[src/rtl/instr_loader.sv]
// rtl/instr_loader.sv - byte-stream loader that writes instruction words into IMEM.
// Define LOADER_CHECKSUM_EN to append and verify a trailing XOR checksum byte.
module instr_loader #(
   parameter int IW = 15,
   parameter int AW = 8
) (
   input  logic          clk,
   input  logic          rst,
   input  logic          start,
   input  logic          in_valid,
   input  logic [7:0]    in_data,
   output logic          in_ready,
   output logic          im_we,
   output logic [AW-1:0] im_addr,
   output logic [IW-1:0] im_wdata,
   output logic          cpu_hold,
   output logic          done,
   output logic          err
);

   typedef enum logic [2:0] {
      S_IDLE  = 3'd0,
      S_HDR   = 3'd1,
      S_DATA  = 3'd2,
      S_WRITE = 3'd3,
`ifdef LOADER_CHECKSUM_EN
      S_CSUM  = 3'd4,
      S_ERR   = 3'd6,
`endif
      S_DONE  = 3'd5
   } state_t;

   state_t        state_q, state_d;
   logic [AW-1:0] idx_q, idx_d;
   logic [8:0]    cnt_q, cnt_d;
   logic          sel_q, sel_d;
   logic [7:0]    hi_q, hi_d;
   logic [IW-1:0] word_q, word_d;
   logic          rdy;
   logic          accept;
`ifdef LOADER_CHECKSUM_EN
   logic [7:0]    xor_q, xor_d;
`endif

   // Ready is a pure function of state so the source may wait on it.
`ifdef LOADER_CHECKSUM_EN
   assign rdy = (state_q == S_HDR) || (state_q == S_DATA) || (state_q == S_CSUM);
`else
   assign rdy = (state_q == S_HDR) || (state_q == S_DATA);
`endif
   assign accept = in_valid && rdy;

   always_comb begin
      state_d = state_q;
      idx_d   = idx_q;
      cnt_d   = cnt_q;
      sel_d   = sel_q;
      hi_d    = hi_q;
      word_d  = word_q;
`ifdef LOADER_CHECKSUM_EN
      xor_d   = xor_q;
`endif
      case (state_q)
         S_IDLE, S_DONE: begin
            if (start) begin
               state_d = S_HDR;
               idx_d   = '0;
               sel_d   = 1'b0;
`ifdef LOADER_CHECKSUM_EN
               xor_d   = 8'd0;
`endif
            end
         end
`ifdef LOADER_CHECKSUM_EN
         S_ERR: begin
            if (start) begin
               state_d = S_HDR;
               idx_d   = '0;
               sel_d   = 1'b0;
               xor_d   = 8'd0;
            end
         end
`endif
         S_HDR: begin
            if (accept) begin
               cnt_d   = (in_data == 8'd0) ? 9'd256 : {1'b0, in_data};
               state_d = S_DATA;
`ifdef LOADER_CHECKSUM_EN
               xor_d   = xor_q ^ in_data;
`endif
            end
         end
         S_DATA: begin
            if (accept) begin
`ifdef LOADER_CHECKSUM_EN
               xor_d = xor_q ^ in_data;
`endif
               if (!sel_q) begin
                  hi_d  = in_data;
                  sel_d = 1'b1;
               end else begin
                  // Truncation drops the first byte's bits above IW.
                  word_d  = IW'({hi_q, in_data});
                  sel_d   = 1'b0;
                  state_d = S_WRITE;
               end
            end
         end
         S_WRITE: begin
            idx_d = idx_q + 1'b1;
            cnt_d = cnt_q - 9'd1;
            if (cnt_q == 9'd1) begin
`ifdef LOADER_CHECKSUM_EN
               state_d = S_CSUM;
`else
               state_d = S_DONE;
`endif
            end else begin
               state_d = S_DATA;
            end
         end
`ifdef LOADER_CHECKSUM_EN
         S_CSUM: begin
            if (accept) begin
               state_d = (in_data == xor_q) ? S_DONE : S_ERR;
            end
         end
`endif
         default: state_d = S_IDLE;
      endcase
   end

   always_ff @(posedge clk) begin
      if (rst) begin
         state_q <= S_IDLE;
         idx_q   <= '0;
         cnt_q   <= 9'd0;
         sel_q   <= 1'b0;
         hi_q    <= 8'd0;
         word_q  <= '0;
`ifdef LOADER_CHECKSUM_EN
         xor_q   <= 8'd0;
`endif
      end else begin
         state_q <= state_d;
         idx_q   <= idx_d;
         cnt_q   <= cnt_d;
         sel_q   <= sel_d;
         hi_q    <= hi_d;
         word_q  <= word_d;
`ifdef LOADER_CHECKSUM_EN
         xor_q   <= xor_d;
`endif
      end
   end

   // Outputs are forced quiet for the whole cycle rst is high, whatever the state.
   assign in_ready = !rst && rdy;
   assign im_we    = !rst && (state_q == S_WRITE);
   assign im_addr  = rst ? '0 : idx_q;
   assign im_wdata = rst ? '0 : word_q;
   assign cpu_hold = !rst && (state_q != S_IDLE) && (state_q != S_DONE);
   assign done     = !rst && (state_q == S_DONE);
`ifdef LOADER_CHECKSUM_EN
   assign err      = !rst && (state_q == S_ERR);
`else
   assign err      = 1'b0;
`endif

endmodule

[config.mk]
export PLATFORM = sky130hd
export DESIGN_NAME = instr_loader
export DESIGN_NICKNAME = d
export VERILOG_FILES = /design/src/rtl/instr_loader.sv
export SDC_FILE = /design/constraint.sdc
export NUM_CORES = 1
export LEC_CHECK = 0
export ABC_AREA = 1
export CORE_MARGIN = 2
export CORE_UTILIZATION = 44
export CTS_CLUSTER_SIZE = 25
export DETAILED_ROUTE_END_ITERATION = 8
export HOLD_SLACK_MARGIN = 0.02
export PLACE_DENSITY = 0.68
export SYNTH_ARGS = -nofsm -noshare
export SYNTH_HDL_FRONTEND = slang
export SYNTH_SLANG_ARGS = --single-unit
[constraint.sdc]
create_clock -name clk -period 2.8 [get_ports clk]
set_input_delay 0.28 -clock clk [delete_from_list [all_inputs] [get_ports clk]]
set_output_delay 0.28 -clock clk [all_outputs]
set_load 0.005 [all_outputs]
Word-level counts from Yosys, hierarchy flattened. Index checks and enable logic that the tools add are counted.

Register bits after elaboration: 43. Input bits: 12.

$add $sub $neg: 2. Equality and inequality tests: 10. Mux-type cells: 17. Bitwise logic cells: 1. Reductions and logical operators: 21.

Operators with widths (count): $mux W9 (2); $pmux W9 S2 (1); $mux W8 (2); $pmux W8 S2 (1); $mux W15 (1); $mux W3 (5); $pmux W3 S4 (1); $eq A9 B1 Y1 const B (1); $reduce_and A3 Y1 (3); $sub A9 B1 Y9 const B (1); $add A8 B1 Y8 const B (1); $logic_not A8 Y1 (1); $ne A2 B2 Y1 const B (4); $eq A3 B2 Y1 const B (2); $logic_and A1 B1 Y1 (6); $reduce_bool A2 Y1 (3); $reduce_and A2 Y1 (2); $reduce_and A4 Y1 (1); $eq A3 B1 Y1 const B (1); $eq A3 B3 Y1 const B (1); $logic_not A3 Y1 (1); $mux W1 (3); $ne A3 B3 Y1 const B (1); $reduce_bool A3 Y1 (1); other kinds (5) (5).

Depth between registers and ports, before layout. Gate-level depths: netlist of run 1.

Depth in word-level cells: 5. Gate-level depth with buffers: 9.

Least setup slack after synthesis of run 1. Ideal clock, no wire load.

Path kind: flip-flop to flip-flop. From: register state_q[2]. To: register hi_q[6]. Data arrival time: 1212 ps. Data required time: 2672 ps. Path slack: 1460 ps. Stages on the path, launching flop included: 8. Buffers on the path: 2. Clock period less this slack: 1340 ps. Cell sequence: dfxtp_1 nor2_4 nand3b_2 or2_1 buf_6 buf_6 a21oi_1 nor2_1.

Longest elaborated chain between the ends: 4. Elaborated cells between the ends (all ways): 5. Those cells by class: eq/ne (2); reduce/logical (3).

Ends and longest elaborated chain: start, declared (RTL line 33) `state_t state_q, state_d;`; start signal, assigned (RTL line 145) `state_q <= state_d;`; $eq A3 B1 Y1 or $eq A3 B2 Y1 (tied branches) (RTL line 49, 63); $logic_or A1 B1 Y1 (RTL line 49) `assign rdy = (state_q == S_HDR) || (state_q == S_DATA);`; $logic_and A1 B1 Y1 (RTL line 51) `assign accept = in_valid && rdy;`; $reduce_and A3 Y1 (no line) (*); end signal, assigned (RTL line 149) `hi_q <= hi_d;`; end, declared (RTL line 37) `logic [7:0] hi_q, hi_d;`.

Mark *: on every way between the ends. The rest lies on a longest branch, timed or not. A chain may end at the register's enable or synchronous reset.

Worst setup path after layout of run 1.
From: input rst. To: output im_wdata[14].

Longest elaborated chain between the ends: 1.

Ends and longest elaborated chain: start, declared (RTL line 8) `input logic rst,`; $mux W15 (RTL line 161) `assign im_wdata = rst ? '0 : word_q;`; end, declared (RTL line 15) `output logic [IW-1:0] im_wdata,`.

Every way passes these cells.

==> results.cfg, run 1 <==
[pwr]
p_int_mw = 1.05
switching_power_uw = 592
seq_power_share = 0.442
sw_frac_of_total = 0.361
clkPwrFrac = 0.233
p_leak_nw = 1.07
power_density_nw_per_um2 = 604
power.share.combinational = 0.325
vdd_drop_max_uv = 362

[synth]
syn_area_sq_um = 2210
synth_area_per_cell_sq_um = 6.58
yosysSeqAreaShare = 0.389
synth_largest_area_cell = dfxtp_1
synth_nets = 351
synth-warning-count = 0
ys_types = 27
syn_inst = 336
yosys.area.top_type_share = 0.389
synth-seq-cells = 43
ys_top_cells_by_area = dfxtp_1 (39%), nand2_1 (9.5%), a21oi_1 (9.3%)

[global_routing]
use_met3 = 0.0375
met2_usage = 0.301
grt_pass1_wl_microns = 8160
grt_antenna_before_repair = 0
busiest_layer = met2
globalRouteMet1Util = 0.244
grt_max_degree = 28
grt_usage = 0.185
grt-ovfl-total = 0
grt_pass1_vias = 1886

[worst_hold_path]
hold_end = hi_q[4]
holdCritPathClass = reg2reg
hold_path.startpoint = hi_q[4]
whs_path_depth = 2

[clocking]
holdBufCountCts = 0
cts_sinks = 43
cts_root_buf = clkbuf_8
clk_latency_ns = 0.29
cts_tree = built
cts_buffers = 5
cts_resized = 0
clock_path_buffers = 2
cts.htree.levels = 2
post_cts_buffers = 0
clk_pin_slew_worst_paths_ns = 0.08

[timing]
rsz0062_at_grt = false
slew_headroom = 0.432
finalHoldViolations = 0
finClkSkew_ns = 0.00502
period_needed_ns = 2.20
min_period_over_period = 0.787
maxSlewViolCount = 0
setup_viol = 0
fmax_mhz = 454
tns_ns = 0
worstMarginPinSlew_ns = 0.849

[worst_setup_path]
rr_worst_depth = 6
critPathMaxStageDelay_ns = 0.69
cp_max_fo = 14
end_kind = output port
rr_endpoint = word_q[6]
r2r_slack_ns = 0.83
critical_path_arrival_ns = 1.92
r2r-start = state_q[2]
critPathBufInv = 3
cpMaxStageDelayCell = clkdlybuf4s50_1
cp.required_ns = 2.52
path_delay_family = buffers and inverters
worst_path_most_repeated_cell = clkdlybuf4s50_1
startpoint_type = primary input
critPathKind = in2out
path_cells = clkdlybuf4s50_1, buf_4, nor2_1, clkdlybuf4s50_1

[final_layout]
nNetsFinal = 386
final_cells = 439
fillers = 499
antenna_cells = 0
seq_area_sq_um = 861
drive_above_1_share = 0.0511
multi_input_area_sq_um = 1060
area_growth_pct = 22.6

[placed_design]
gp_congestion = 0.849
dp.cells = 431
place_hpwl_microns = 3480
io_buffers = 38

[flow_run]
drv_cap = 0

[route]
via_per_inst = 4.79
vias = 2105
antenna_left = 0
routed_wl_microns = 4750
drtIter0Drc = 115
drcViolationCount = 0
wl_per_cell_microns = 10.8
drt_pass1_iterations = 4

[die]
fp.dieH_microns = 74.9
rows = 25
die_area_sq_um = 5610
num_io_pins = 40
die_x_microns = 74.9
start_util = 0.462
coreArea_sq_um = 4790

[outcome]
status = finished, final reports clean
-- layout by cell type (no fill, tap or decap), drive strengths merged --
cell type / Yosys / layout
xnor2: 1 / 1
xor2: 1 / 1
nand3: 22 / 22
dfxtp: 43 / 43
clkinv: 0 / 1
clkdlybuf4s50: 0 / 38
buf: 8 / 6
o31ai: 1 / 1
a21oi: 43 / 43
nand2: 56 / 56
clkbuf: 8 / 6
o21ai: 31 / 31
a31oi: 2 / 2
inv: 53 / 53
nor4: 1 / 1
nor3: 4 / 4
ha: 3 / 3
conb: 1 / 1
clkinvlp: 0 / 1
or2: 1 / 1
nor2: 53 / 53
nand3b: 2 / 2
o211ai: 2 / 2
-- metal layers --
| metal | vias up | wire, microns |
|---|---|---|
| li1 | 1131 | - |
| met1 | 920 | 2310 |
| met2 | 46 | 2160 |
| met3 | 8 | 194 |
| met4 | 0 | 89 |
| met5 | - | 0 |
-- cell families (layout without fill, tap and decap cells) --
| group | after synthesis | count (layout) | share of synthesized area |
|---|---|---|---|
| AND/OR/NAND/NOR | 139 | 139 | 0.265 |
| AO/OA/AOI/OAI | 79 | 79 | 0.187 |
| buffers and inverters | 69 | 105 | 0.132 |
| flip-flops | 43 | 43 | 0.389 |
| adder cells (fa/ha/maj) | 3 | 3 | 0.0170 |
| XOR/XNOR | 2 | 2 | 0.00792 |
| other | 1 | 1 | 0.00170 |
-- final cells by class --
type,instances,share of cell area
clock buffers,6,0.0268
clock inverters,2,0.00461
inverters,53,0.0734
multi-input cells,224,0.390
flip-flops and latches,43,0.317
well taps,67,0.0309
repair buffers,44,0.157
-- synthesized netlist by cell type (all sizes together) --
cell type and n:
a31oi 2, clkbuf 8, xnor2 1, dfxtp 43, or2 1, nand3 22, a21oi 43, conb 1
nand3b 2, o31ai 1, ha 3, o211ai 2, buf 8, nand2 56, nor2 53, nor3 4
nor4 1, inv 53, o21ai 31, xor2 1
-- stage by stage --
| stage | cell area, sq um | setup slack (ns) | power, mW | hold slack [ns] | utilization |
|---|---|---|---|---|---|
| 2_1_floorplan | 2210 | 1.46 | 1.14 | 0.420 | - |
| 3_3_place_gp | 2630 | 0.609 | 1.26 | 0.430 | 0.549 |
| 3_5_place_dp | 2630 | 0.581 | 1.27 | 0.435 | 0.549 |
| 4_1_cts | 2710 | 0.596 | 1.65 | 0.447 | 0.567 |
| 5_1_grt | 2710 | 0.504 | 1.77 | 0.477 | 0.567 |
| 6_report | 2710 | 0.595 | 1.64 | 0.444 | 0.567 |
-- registers in the layout, summed over array words and instances, names as in the netlist --
register	cells
state_q	3
cnt_q	9
word_q	15
hi_q	7
sel_q	1
idx_q	8
-- power groups by stage --
| stage | logic, mW | clock network (mW) | registers [mW] |
|---|---|---|---|
| floorplan | 0.414 | 0 | 0.725 |
| global placement | 0.525 | 0 | 0.736 |
| detailed placement | 0.532 | 0 | 0.737 |
| CTS | 0.535 | 0.396 | 0.723 |
| global route | 0.622 | 0.414 | 0.733 |
| finish | 0.533 | 0.382 | 0.723 |
-- how the worst max path moves through the flow --
stage,to,startpoint,slack (ns),depth (start not counted)
6_report,im_wdata[14],rst,0.60,4
5_1_grt,im_wdata[14],rst,0.50,4
2_1_floorplan,hi_q[6],state_q[2],1.46,7
3_3_place_gp,im_wdata[14],rst,0.61,4
4_1_cts,im_wdata[9],rst,0.60,4
3_5_place_dp,word_q[6],rst,0.58,5
-- worst reg2reg max path, delay by kind of cell (launching register included) --
family,cells,cell delay (ns)
flops,1,0.41
buf+inv,1,0.07
compound gates,2,0.50
simple gates,3,0.86
Power figures use the tool's default switching activity.
==> run 2: changes to the inputs <==
PLACE_DENSITY = 0.7   (was 0.68)
clock period = 1.9 ns   (was 2.8 ns; I/O delays follow)
==> run 2 against run 1 <==
Power increased by 51%. Clock power grew 50%. Clock skew fell by 0.00091 ns. Wire length grew 2.9%. Highest routed layer unchanged. Critical path depth unchanged.
==> results.cfg, run 2 (synthesized netlist as in run 1, its figures left out) <==
[flow_run]
drv_cap = 0

[timing]
finClkSkew_ns = 0.00411
setup_viol = 0
rsz0062_at_grt = false
period_needed_ns = 1.79
finalHoldViolations = 0
worst_slack_ns = 0.114
maxSlewViolCount = 0
fmax_mhz = 560
whs_ns = 0.445
min_period_over_period = 0.940
tns_ns = 0

[final_layout]
area_growth_pct = 24.8
drive_above_1_share = 0.0720
regMostFlops = word_q
largest_register_ffs = 15
largestRegisters = word_q: 15 flops, cnt_q: 9 flops, idx_q: 8 flops
nNetsFinal = 389
final_cell_mix = nand2_1 (55), inv_1 (52), nor2_1 (50)
antenna_cells = 0
final_common_cell = nand2_1
stdcell_area_sq_um = 2760

[placed_design]
dpl-instance-area_sq_um = 2650
io_buffers = 38
place_hpwl_microns = 3480
gp_congestion = 0.815
place_ws_ns = 0.116

[worst_setup_path]
startpoint_type = primary input
r2r_slack_ns = 0.46
r2r-start = state_q[0]
end_kind = output port
rr_endpoint = hi_q[3]
rr_worst_depth = 5
critPathKind = in2out
cp_max_fo = 14
critical_path_arrival_ns = 1.60
cp.required_ns = 1.71

[outcome]
status = finished, final reports clean

[worst_hold_path]
holdCritPathClass = reg2reg
hold_path.startpoint = hi_q[1]
hold_end = hi_q[1]
whs_path_depth = 2

[pwr]
power_mw = 2.48
vdd_drop_max_uv = 524
p_leak_nw = 1.10
power_density_nw_per_um2 = 897

[route]
drtIter0Drc = 118
drcViolationCount = 0
wl_per_cell_microns = 11.1
antenna_left = 0
routed_wl_microns = 4890
drt_pass1_iterations = 4
vias = 2132
via_per_inst = 4.82

[global_routing]
grt_antenna_before_repair = 0
grt_pass1_vias = 1838
grt_pass1_wl_microns = 7820
grt_max_degree = 31
grt_usage = 0.182
grt-ovfl-total = 0

[clocking]
clock_path_buffers = 2
cts.htree.levels = 2
holdBufCountCts = 0
clk_latency_ns = 0.30
cts_tree = built
cts_buffers = 5
clk_pin_slew_worst_paths_ns = 0.08
cts_sinks = 43
cts_root_buf = clkbuf_8

[die]
rows = 25
coreArea_sq_um = 4790
die_area_sq_um = 5610
num_io_pins = 40
fp.dieH_microns = 74.9
die_x_microns = 74.9
start_util = 0.462
-- run 2: per-layer routing --
layer / vias up / part of all wire / wire length (microns) / track usage
met5: - / 0 / 0 / 0
met4: 0 / 0.016 / 80 / 0.0893
met3: 8 / 0.050 / 243 / 0.0455
met2: 43 / 0.44 / 2170 / 0.286
met1: 943 / 0.49 / 2390 / 0.233
li1: 1138 / - / - / -
-- run 2: cell type report --
cell class | count | area (sq um)
clock buffer | 6 | 72.6
clock inverter | 2 | 12.5
fill | 474 | 2030
inverter | 53 | 199
multi-input combinational | 224 | 1060
sequential | 43 | 867
tap | 67 | 83.8
timing repair buffer | 47 | 463
-- run 2: worst max path at each step --
stage / slack [ns] / end / startpoint
final: 0.11 / im_addr[0] / rst
after global routing: 0.02 / im_addr[0] / rst
after CTS: 0.04 / in_ready / state_q[0]
after detailed placement: 0.12 / im_addr[0] / rst
after global placement: 0.15 / im_addr[0] / rst
after floorplan: 0.56 / hi_q[6] / state_q[2]
-- run 2: where the power goes --
group          switching (mW)  total [mW]  internal (mW)
Combinational           0.504       0.825          0.321
Clock                   0.316       0.573          0.257
Sequential             0.0819        1.08          0.996
Total                   0.902        2.48           1.57
-- run 2: per-stage QoR --
step,cells,util
after floorplan,336,-
after global placement,433,0.555
after detailed placement,433,0.555
after CTS,441,0.573
after global routing,442,0.577
final,442,0.577
-- run 2: critical path, cell delays in order --
cell             delay (ns)
clkdlybuf4s50_1        0.51
buf_4                  0.25
nor2_1                 0.14
clkdlybuf4s50_1        0.51
-- run 2: timing repair --
item,CTS,global route
setup endpoints to repair,2,3
pin swaps,0,1
gates resized for setup,3,4
buffers inserted,0,1
endpoints found under the hold margin,0,0
==> run 3: changes to the inputs <==
CAP_MARGIN = 40   (was not set)
==> results of run 3 <==
Final layout, timing and power as in run 2 (identical DEF).
==> edit (settings of run 1) <==
Set the parameter `AW` to 9 (it was 8).
--- a/src/rtl/instr_loader.sv
+++ b/src/rtl/instr_loader.sv
@@ -4,3 +4,3 @@
    parameter int IW = 15,
-   parameter int AW = 8
+   parameter int AW = 9
 ) (
Ports: changed (resized im_addr); port bits go from 40 to 41. The function was not compared with the original's and may differ.
==> edit against run 1 <==
Combinational power rose by 29%. Cell count rose by 4.8%. Synthesized area rose by 4.1%. Global-route usage fell by 0.21 points. Largest cell class unchanged. Wire length rose by 5.8%. Count of clock-buffer cells in the layout did not move. Sequential cell count rose by 1. Clock power rose by 33%. Maximum frequency fell by 1.1%. Utilization fell by 0.69 points. Worst setup slack got worse by 0.026 ns. Design area rose by 4.8%. Total power rose by 20%.
==> edit: results <==
[status]
status = "complete, no violations"

[placed_design]
dpl_cell_area_um2 = 2720
place_congestion = 0.788

[global_routing]
grt_pass1_wl_mm = 8.93
grt_usage = 0.183
grt_pass1_vias = 1928

[sta]
finalClockSkew_ns = 0.00452

[finish]
n_all_buffers = 42
nMultiInputCombCells = 240
seq_area_um2 = 881
finalNonFillerCells = 460
syn_to_final_growth_pct = 23.4
nNetsFinal = 404

[power]
p_int_uw = 1240
p_comb_uw = 687
p_seq_uw = 763
pg_clk_uw = 508

[logic_synthesis]
synthTopCellsByArea = "dfxtp_1 38%, nand2_1 10%, nor2_1 9.8%"
synth_compound_area_frac = 0.172

[route]
drt_iter0_markers = 113
avgRoutedWirePerCell_um = 10.9

[worst_setup_path]
critPathArrivalTime_ns = 1.95
r2r-start = "state_q[0]$_SDFFE_PP0P_"
cp_slowest_stage_delay_ns = 0.56
path_max_fanout = 17
edit: cell count changes after synthesis, moves of 3 or more:
cell,delta
nor2_1,+9
nand2_1,+6
clkbuf_1,-3
nand4_1,+3
edit: metal layers:
metal | track usage | part of all wire | routed length, um | up-vias
li1 | - | - | - | 1185
met1 | 0.254 | 0.52 | 2600 | 979
met2 | 0.290 | 0.45 | 2260 | 27
met3 | 0.0427 | 0.031 | 155 | 2
met4 | 0.0418 | 0.0042 | 21 | 0
met5 | 0 | 0 | 0 | -
edit: worst paths after layout:
| kind | endpoint | slack (ns) | depth (start not counted) |
|---|---|---|---|
| hold / removal | hi_q[4]$_SDFFE_PP0P_ | 0.44 | 2 |
| setup / recovery | im_we | 0.57 | 5 |
| hold reg to reg | hi_q[4]$_SDFFE_PP0P_ | 0.44 | 2 |
| setup reg to reg | cnt_q[3]$_SDFFE_PP0P_ | 1.31 | 8 |
